## src/rtl/mag_timer.sv

```systemverilog
// mag_timer: BCD minutes:seconds countdown that drives the magnetron enable.
// Optional MAG_TIMER_BEEP_EN adds a beep output pulsed for 3 seconds when the count expires.
module mag_timer #(
  parameter int TICK_DIV = 10
) (
  input  logic       clk,
  input  logic       rst,
  input  logic       set,
  input  logic       reset,
  input  logic       clr,
  input  logic       load,
  input  logic [3:0] load_min,
  input  logic [2:0] load_sec_t,
  input  logic [3:0] load_sec_u,
  output logic       mag_on,
  output logic       timer_done,
  output logic [3:0] disp_min,
  output logic [2:0] disp_sec_t,
  output logic [3:0] disp_sec_u
`ifdef MAG_TIMER_BEEP_EN
  ,
  output logic       beep
`endif
);

  localparam int PW = (TICK_DIV > 1) ? $clog2(TICK_DIV) : 1;

  typedef enum logic [1:0] {
    ST_IDLE    = 2'd0,
    ST_READY   = 2'd1,
    ST_RUNNING = 2'd2,
    ST_DONE    = 2'd3
  } state_t;

  state_t        state_r, state_s;
  logic [3:0]    min_r, min_s;
  logic [2:0]    sec_t_r, sec_t_s;
  logic [3:0]    sec_u_r, sec_u_s;
  logic [PW-1:0] presc_r, presc_s;
  logic          mag_on_r, mag_on_s;
  logic          done_r, done_s;

  logic [3:0]    dec_min_s;
  logic [2:0]    dec_sec_t_s;
  logic [3:0]    dec_sec_u_s;
  logic          dec_zero_s;
  logic [3:0]    ld_min_s;
  logic [2:0]    ld_sec_t_s;
  logic [3:0]    ld_sec_u_s;
  logic          ld_zero_s;

  function automatic logic [3:0] clamp_digit9(input logic [3:0] v);
    if (v > 4'd9) begin
      clamp_digit9 = 4'd9;
    end else begin
      clamp_digit9 = v;
    end
  endfunction

  function automatic logic [2:0] clamp_digit5(input logic [2:0] v);
    if (v > 3'd5) begin
      clamp_digit5 = 3'd5;
    end else begin
      clamp_digit5 = v;
    end
  endfunction

  // Clamped load digits and BCD decrement of the current time
  always_comb begin
    ld_min_s    = clamp_digit9(load_min);
    ld_sec_t_s  = clamp_digit5(load_sec_t);
    ld_sec_u_s  = clamp_digit9(load_sec_u);
    ld_zero_s   = (ld_min_s == 4'd0) && (ld_sec_t_s == 3'd0) && (ld_sec_u_s == 4'd0);
    dec_min_s   = min_r;
    dec_sec_t_s = sec_t_r;
    dec_sec_u_s = sec_u_r;
    if (sec_u_r != 4'd0) begin
      dec_sec_u_s = sec_u_r - 4'd1;
    end else begin
      dec_sec_u_s = 4'd9;
      if (sec_t_r != 3'd0) begin
        dec_sec_t_s = sec_t_r - 3'd1;
      end else begin
        dec_sec_t_s = 3'd5;
        dec_min_s   = min_r - 4'd1;
      end
    end
    dec_zero_s = (dec_min_s == 4'd0) && (dec_sec_t_s == 3'd0) && (dec_sec_u_s == 4'd0);
  end

  // Next-state logic; request priority is clr > reset > set > load
  always_comb begin
    state_s  = state_r;
    min_s    = min_r;
    sec_t_s  = sec_t_r;
    sec_u_s  = sec_u_r;
    presc_s  = presc_r;
    mag_on_s = mag_on_r;
    done_s   = done_r;
    if (clr) begin
      state_s  = ST_IDLE;
      min_s    = 4'd0;
      sec_t_s  = 3'd0;
      sec_u_s  = 4'd0;
      presc_s  = {PW{1'b0}};
      mag_on_s = 1'b0;
      done_s   = 1'b0;
    end else begin
      case (state_r)
        ST_RUNNING: begin
          if (reset) begin
            // Prescaler is held so a resume finishes the interrupted second
            state_s  = ST_READY;
            mag_on_s = 1'b0;
          end else if (presc_r == PW'(TICK_DIV - 1)) begin
            presc_s = {PW{1'b0}};
            min_s   = dec_min_s;
            sec_t_s = dec_sec_t_s;
            sec_u_s = dec_sec_u_s;
            if (dec_zero_s) begin
              state_s  = ST_DONE;
              mag_on_s = 1'b0;
              done_s   = 1'b1;
            end else begin
              state_s = ST_RUNNING;
            end
          end else begin
            presc_s = presc_r + PW'(1);
          end
        end
        ST_IDLE, ST_READY, ST_DONE: begin
          if (reset) begin
            state_s = state_r;
          end else if (set) begin
            if (state_r == ST_READY) begin
              state_s  = ST_RUNNING;
              mag_on_s = 1'b1;
            end else begin
              state_s = state_r;
            end
          end else if (load) begin
            // A fresh load zeroes the prescaler, so a new run starts on a whole second
            min_s   = ld_min_s;
            sec_t_s = ld_sec_t_s;
            sec_u_s = ld_sec_u_s;
            presc_s = {PW{1'b0}};
            done_s  = 1'b0;
            if (ld_zero_s) begin
              state_s = ST_IDLE;
            end else begin
              state_s = ST_READY;
            end
          end else begin
            state_s = state_r;
          end
        end
        default: begin
          state_s  = ST_IDLE;
          min_s    = 4'd0;
          sec_t_s  = 3'd0;
          sec_u_s  = 4'd0;
          presc_s  = {PW{1'b0}};
          mag_on_s = 1'b0;
          done_s   = 1'b0;
        end
      endcase
    end
  end

  // State, time and output registers
  always_ff @(posedge clk) begin
    if (rst) begin
      state_r  <= ST_IDLE;
      min_r    <= 4'd0;
      sec_t_r  <= 3'd0;
      sec_u_r  <= 4'd0;
      presc_r  <= {PW{1'b0}};
      mag_on_r <= 1'b0;
      done_r   <= 1'b0;
    end else begin
      state_r  <= state_s;
      min_r    <= min_s;
      sec_t_r  <= sec_t_s;
      sec_u_r  <= sec_u_s;
      presc_r  <= presc_s;
      mag_on_r <= mag_on_s;
      done_r   <= done_s;
    end
  end

  assign mag_on     = mag_on_r;
  assign timer_done = done_r;
  assign disp_min   = min_r;
  assign disp_sec_t = sec_t_r;
  assign disp_sec_u = sec_u_r;

`ifdef MAG_TIMER_BEEP_EN
  localparam int BW = $clog2(3 * TICK_DIV);

  logic [BW-1:0] bcnt_r, bcnt_s;
  logic          beep_r, beep_s;

  // Beep runs only while in DONE: starts on entry, drops when DONE is left
  always_comb begin
    beep_s = beep_r;
    bcnt_s = bcnt_r;
    if (state_s != ST_DONE) begin
      beep_s = 1'b0;
      bcnt_s = {BW{1'b0}};
    end else if (state_r != ST_DONE) begin
      beep_s = 1'b1;
      bcnt_s = BW'(3 * TICK_DIV - 1);
    end else if (beep_r) begin
      if (bcnt_r == {BW{1'b0}}) begin
        beep_s = 1'b0;
      end else begin
        bcnt_s = bcnt_r - BW'(1);
      end
    end else begin
      beep_s = 1'b0;
    end
  end

  // Beep registers
  always_ff @(posedge clk) begin
    if (rst) begin
      beep_r <= 1'b0;
      bcnt_r <= {BW{1'b0}};
    end else begin
      beep_r <= beep_s;
      bcnt_r <= bcnt_s;
    end
  end

  assign beep = beep_r;
`endif

endmodule

```

## config.mk

```make
export PLATFORM = sky130hd
export DESIGN_NAME = mag_timer
export DESIGN_NICKNAME = d
export VERILOG_FILES = /design/src/rtl/mag_timer.sv
export SDC_FILE = /design/constraint.sdc
export NUM_CORES = 1
export LEC_CHECK = 0
export CAP_MARGIN = 15
export CORE_ASPECT_RATIO = 1.2
export CORE_MARGIN = 10
export CORE_UTILIZATION = 53
export DETAILED_ROUTE_END_ITERATION = 16
export HOLD_SLACK_MARGIN = 0.12
export PLACE_DENSITY = 0.84
export SLEW_MARGIN = 5
export SYNTH_ARGS = -nofsm -noshare
export SYNTH_HDL_FRONTEND = slang
export SYNTH_SLANG_ARGS = --single-unit
```

## constraint.sdc

```tcl
create_clock -name clk -period 5.3 [get_ports clk]
set_input_delay 0.795 -clock clk [delete_from_list [all_inputs] [get_ports clk]]
set_output_delay 0.795 -clock clk [all_outputs]
set_load 0.005 [all_outputs]
```

==> results.cfg, run 1 <==
[sta]
setup_violations = 0
finalWorstSetupSlack_ns = 2.31
hold_slack_ns = 0.473
fmaxAchievable_ghz = 0.334
clock_skew_ns = 0.0120
rsz0062_at_grt = no
min_period_ns = 2.99
finalCritPeriodShare_pct = 56.5
finalMaxSlewViolations = 0
hold_viol = 0
slew_headroom_pct = 29.3
tightest_slew_ns = 1.06
fin_setup_tns_ns = 0

[clock_tree]
htree_levels = 1
clkSinkCount = 19
cts_inserted_buffers = 3
cts_setup_buffers = 0
cts_resized = 0
cts_tree = yes
hold_buffers = 0
insertion_delay_ns = 0.29
cts-root-buf = clkbuf_4
clk_pin_slew_worst_paths_ns = 0.11
cts_buffer_depth = 2

[placed_design]
dpl-instance-area_sq_um = 1580
dp_slack_ns = 2.08
port_buffers = 29
gp_congestion = 0.849
dp_hpwl_um = 2760

[yosys]
yosys-top-cells-count = 19 x dfxtp_1, 15 x nor2_1, 15 x o21ai_0, 13 x nand2_1, 12 x a21oi_1
syn-instance-count = 165
synth_edf_count = 0
syn_nets = 189
async_reset_ff_share_pct = 0
synth_top_flop_cell = dfxtp_1
seq_area_frac_synth_pct = 29.8
synth.most_common_cell = dfxtp_1
yosys_warnings = 0
syn-cell-area_sq_um = 1270
yosys.area.top_type = dfxtp_1
synth.avg_cell_area_sq_um = 7.73
synth_cell_types = 44
netlist_top_cells_area = dfxtp_1 30%, ha_1 6.9%, o21ai_0 5.9%
synth_seq_cells = 19
yosysTopAreaCellShare_pct = 29.8

[worst_hold_path]
hold_path.class = register to register

[worst_setup_path]
cp.required_ns = 5.53
crit_slowest_cell = a2bb2oi_1
endpoint_kind = register
r2r_slack_ns = 2.31
arrival_ns = 3.22
path_cells = inv_1 -> ha_1 -> a21boi_0 -> a2bb2oi_1 -> o311ai_0 -> a21oi_1
worstSetupStartpointType = register
crit_path_max_fanout = 22
cpPeakStageDelay_ns = 0.88
criticalPathCategory = register to register

[cells_and_area]
synthToLayoutAreaGrowth_pct = 26.3
drive_above_1_share_pct = 4.17
n_antenna_cell = 0
layout.nets = 217
final_util_pct = 69.8
fin_area_sq_um = 1610

[floorplan]
die_h_um = 73.7
die-area_sq_um = 4780
io_pins = 30
rows = 19
coreArea_sq_um = 2310
die_x_um = 64.8
start_util_pct = 55.3

[power_and_ir_drop]
peakVddDrop_v = 0.000132
cellLeakagePower_nw = 0.551
internal_power_mw = 0.205
switching_share_pct = 28.3
seqPwrFrac_pct = 52.2
p_per_area_nw_per_um2 = 178
p_switching_mw = 0.0809
combPwrFrac_pct = 22.5
clock_power_share_pct = 25.3

[detailed_routing]
wl_per_cell_um = 16.1
drc_errors = 0
drt_iter0_markers = 64
drtPass1Iterations = 4
avgViaCountPerCell = 6.17
vias = 1377
totalWireLength_um = 3600
ant_nets = 0

[global_routing]
gr-total-overflow = 0
antenna_found_initial = 0
grt_max_degree = 23
grt_first_pass_wirelength_um = 6230
track_usage_pct = 15.7
grt_pass1_vias = 1357

[status]
outcome = finished, final reports clean

[flow_run]
max-cap-violations = 0
## worst max-delay path, delay by kind of cell (launching register included)
family	cells	cell delay, ns
fa+ha+maj	1	0.66
flops	1	0.34
buf+inv	1	0.09
compound gates	4	1.84
## cell families after synthesis
| family | count (synthesis) | share of synthesized area, % |
|---|---|---|
| AOI/OAI and AO/OA | 59 | 30.2 |
| muxes | 5 | 3.93 |
| DFF | 19 | 29.8 |
| adders and majority gates | 7 | 6.87 |
| buffers and inverters | 16 | 4.81 |
| and+or+nand+nor | 59 | 24.3 |
## cells in the final DEF, fill, tap and decap left out, types with 2 or more instances in the layout
cell / n
a21boi_0: 2
a21oi_1: 12
a31oi_1: 6
clkbuf_4: 3
clkdlybuf4s50_1: 29
dfxtp_1: 19
ha_1: 7
inv_1: 9
mux2i_1: 5
nand2_1: 13
nand3_1: 3
nand3b_1: 3
nand4_1: 2
nand4b_1: 2
nor2_1: 15
nor2b_1: 4
nor3_1: 2
nor3b_1: 2
nor4_1: 5
o211ai_1: 6
o21a_1: 2
o21ai_0: 15
o22ai_1: 2
or4_1: 3
## per-stage QoR
stage                     std cells  power, mW
final                           223      0.286
after global routing            223      0.302
after CTS                       223      0.287
after detailed placement        219      0.216
after global placement          219      0.214
after floorplan                 165      0.187
## sequential cells by signal (all words and copies together) (netlist names)
name,count
state_r,2
disp_sec_u,4
presc_r,4
mag_on,1
disp_sec_t,3
disp_min,4
timer_done,1
## worst paths after layout
check | from | end | depth (start not counted)
worst max-delay path | state_r[0] | disp_sec_u[0] | 6
worst max register to register | state_r[0] | disp_sec_u[0] | 6
worst min register to register | timer_done | timer_done | 2
worst min-delay path | timer_done | timer_done | 2
## layout make-up
type,instances,area [sq um]
Tap cell,31,38.8
Clock buffer,4,26.3
Inverter,9,33.8
Multi-Input combinational cell,130,833
Sequential cell,19,380
Timing Repair Buffer,30,298
Fill cell,206,696
## power by group through the flow
stage          logic (mW)  clock network [mW]  registers [mW]
5_1_grt            0.0714              0.0807           0.150
2_1_floorplan      0.0354                   0           0.152
6_report           0.0645              0.0725           0.149
4_1_cts            0.0641              0.0736           0.149
3_5_place_dp       0.0638                   0           0.153
3_3_place_gp       0.0620                   0           0.152
## routing by layer
metal	part of all wire [%]	track usage, %
met1	42	18.7
met2	49	26.4
met3	8.4	5.02
met4	0.56	4.05
met5	0	0
(Power assumes the default switching activity.)
==> run 2: changes to the inputs <==
CORE_UTILIZATION = 44   (was 53)
PLACE_DENSITY = 0.75   (was 0.84)
clock period = 2.7 ns   (was 5.3 ns; I/O delays follow)
==> run 2 against run 1 <==
Maximum frequency is 49% higher. Via count is 0.73% higher. Wire length up 2.6%. Highest routed layer unchanged. Worst hold slack improved by 0.017 ns. Largest cell class unchanged. Count of clock-buffer cells in the layout stayed put.
==> results.cfg, run 2 (synthesis gave the netlist of run 1 again) <==
[cells_and_area]
synthToLayoutAreaGrowth_pct = 29.0
multiInputGateArea_sq_um = 833
layout.nets = 221
n_antenna_cell = 0
fin_area_sq_um = 1640
final_common_cell = clkdlybuf4s50_1
final_cell_mix = 29 x clkdlybuf4s50_1, 19 x dfxtp_1, 15 x nor2_1, 15 x o21ai_0, 13 x nand2_1
num-fill-cells = 284
drive_above_1_share_pct = 6.12
area.sequential_sq_um = 380

[detailed_routing]
drc_errors = 0
vias = 1387
totalWireLength_um = 3690
wl_per_cell_um = 16.1
drtPass1Iterations = 4
ant_nets = 0
avgViaCountPerCell = 6.03
drt_iter0_markers = 105

[sta]
fin_setup_tns_ns = 0
setup_violations = 0
slew_headroom_pct = 66.4
finalMaxSlewViolations = 0
clock_skew_ns = 0.00502
tightest_slew_ns = 0.502
finalCritPeriodShare_pct = 74.4
rsz0062_at_grt = no
min_period_ns = 2.01
hold_viol = 0
hold_slack_ns = 0.490
fmaxAchievable_ghz = 0.498

[floorplan]
coreArea_sq_um = 2790
io_pins = 30
die-area_sq_um = 5460
die_x_um = 69.1
start_util_pct = 45.8
rows = 21
die_h_um = 79.0

[status]
outcome = finished, final reports clean

[global_routing]
grt_first_pass_wirelength_um = 6450
antenna_found_initial = 0
grt_max_degree = 22
grt_pass1_vias = 1345
track_usage_pct = 13.5
gr-total-overflow = 0

[worst_setup_path]
r2r_start = state_r[0]
path_cells = inv_1 -> ha_1 -> a21boi_0 -> nor2_1 -> or4_1 -> a21oi_1
cp.required_ns = 2.94
crit_path_max_fanout = 7
cpPeakStageDelay_ns = 0.49
criticalPathCategory = register to register
endpoint_kind = register
crit_slowest_cell = or4_1
arrival_ns = 2.24
crit_start = state_r[0]
worstSetupStartpointType = register

[clock_tree]
insertion_delay_ns = 0.30
cts-root-buf = clkbuf_4
cts_buffer_depth = 2
hold_buffers = 0
cts_inserted_buffers = 3
htree_levels = 1
cts_tree = yes
cts_setup_buffers = 0
cts_resized = 0
clkSinkCount = 19
clk_pin_slew_worst_paths_ns = 0.11

[placed_design]
dpl-instance-area_sq_um = 1620
port_buffers = 29
gp_congestion = 0.850
dp_hpwl_um = 2750

[power_and_ir_drop]
clock_power_share_pct = 25.8
power.total_mw = 0.572
combPwrFrac_pct = 23.0
p_per_area_nw_per_um2 = 348
cellLeakagePower_nw = 0.571
internal_power_mw = 0.407
switching_share_pct = 28.8
p_switching_mw = 0.165
seqPwrFrac_pct = 51.2
peakVddDrop_v = 0.000210

[worst_hold_path]
hold_path.class = register to register
hp-start = timer_done

[flow_run]
max-cap-violations = 0
-- run 2: changes by cell type in the layout (fill, tap and decap cells not counted), sizes merged --
cell / change
buf: +4
-- run 2: worst paths after layout --
kind	to	slack (ns)	cells past startpoint
worst max-delay path	presc_r[3]	0.69	6
worst min-delay path	timer_done	0.49	2
worst max register to register	presc_r[3]	0.69	6
worst min register to register	timer_done	0.49	2
-- run 2: layer usage --
layer | part of all wire [%] | track usage [%] | up-vias
met5 | 0 | 0 | -
met4 | 1.1 | 5.04 | 0
met3 | 7.0 | 2.86 | 4
met2 | 48 | 22.8 | 44
met1 | 44 | 16.4 | 657
li1 | - | - | 682
-- run 2: metrics by stage --
stage,instances,util [%],worst slack [ns]
after floorplan,165,-,0.939
after global placement,226,58.1,0.527
after detailed placement,226,58.1,0.426
after CTS,230,59.0,0.706
after global routing,230,59.0,0.509
final,230,59.0,0.692
-- run 2: worst max-delay path, delay by kind of cell, from the launching register on --
| family | cells | cell delay, ns |
|---|---|---|
| flip-flops | 1 | 0.38 |
| AND/OR/NAND/NOR | 2 | 0.65 |
| adder cells (fa/ha/maj) | 1 | 0.29 |
| AO/OA/AOI/OAI | 2 | 0.55 |
| buffers and inverters | 1 | 0.07 |
-- run 2: power groups by stage --
stage | clock (mW) | combinational [mW] | sequential, mW
after global routing | 0.164 | 0.146 | 0.295
after CTS | 0.155 | 0.130 | 0.293
final | 0.147 | 0.132 | 0.293
after detailed placement | 0 | 0.130 | 0.300
after global placement | 0 | 0.126 | 0.299
after floorplan | 0 | 0.0695 | 0.298
-- run 2: final cells by class --
type | count | share of cell area (%)
Timing Repair Buffer | 34 | 19.9
Inverter | 9 | 2.05
Multi-Input combinational cell | 130 | 50.7
Clock buffer | 4 | 1.60
Sequential cell | 19 | 23.1
Tap cell | 34 | 2.59
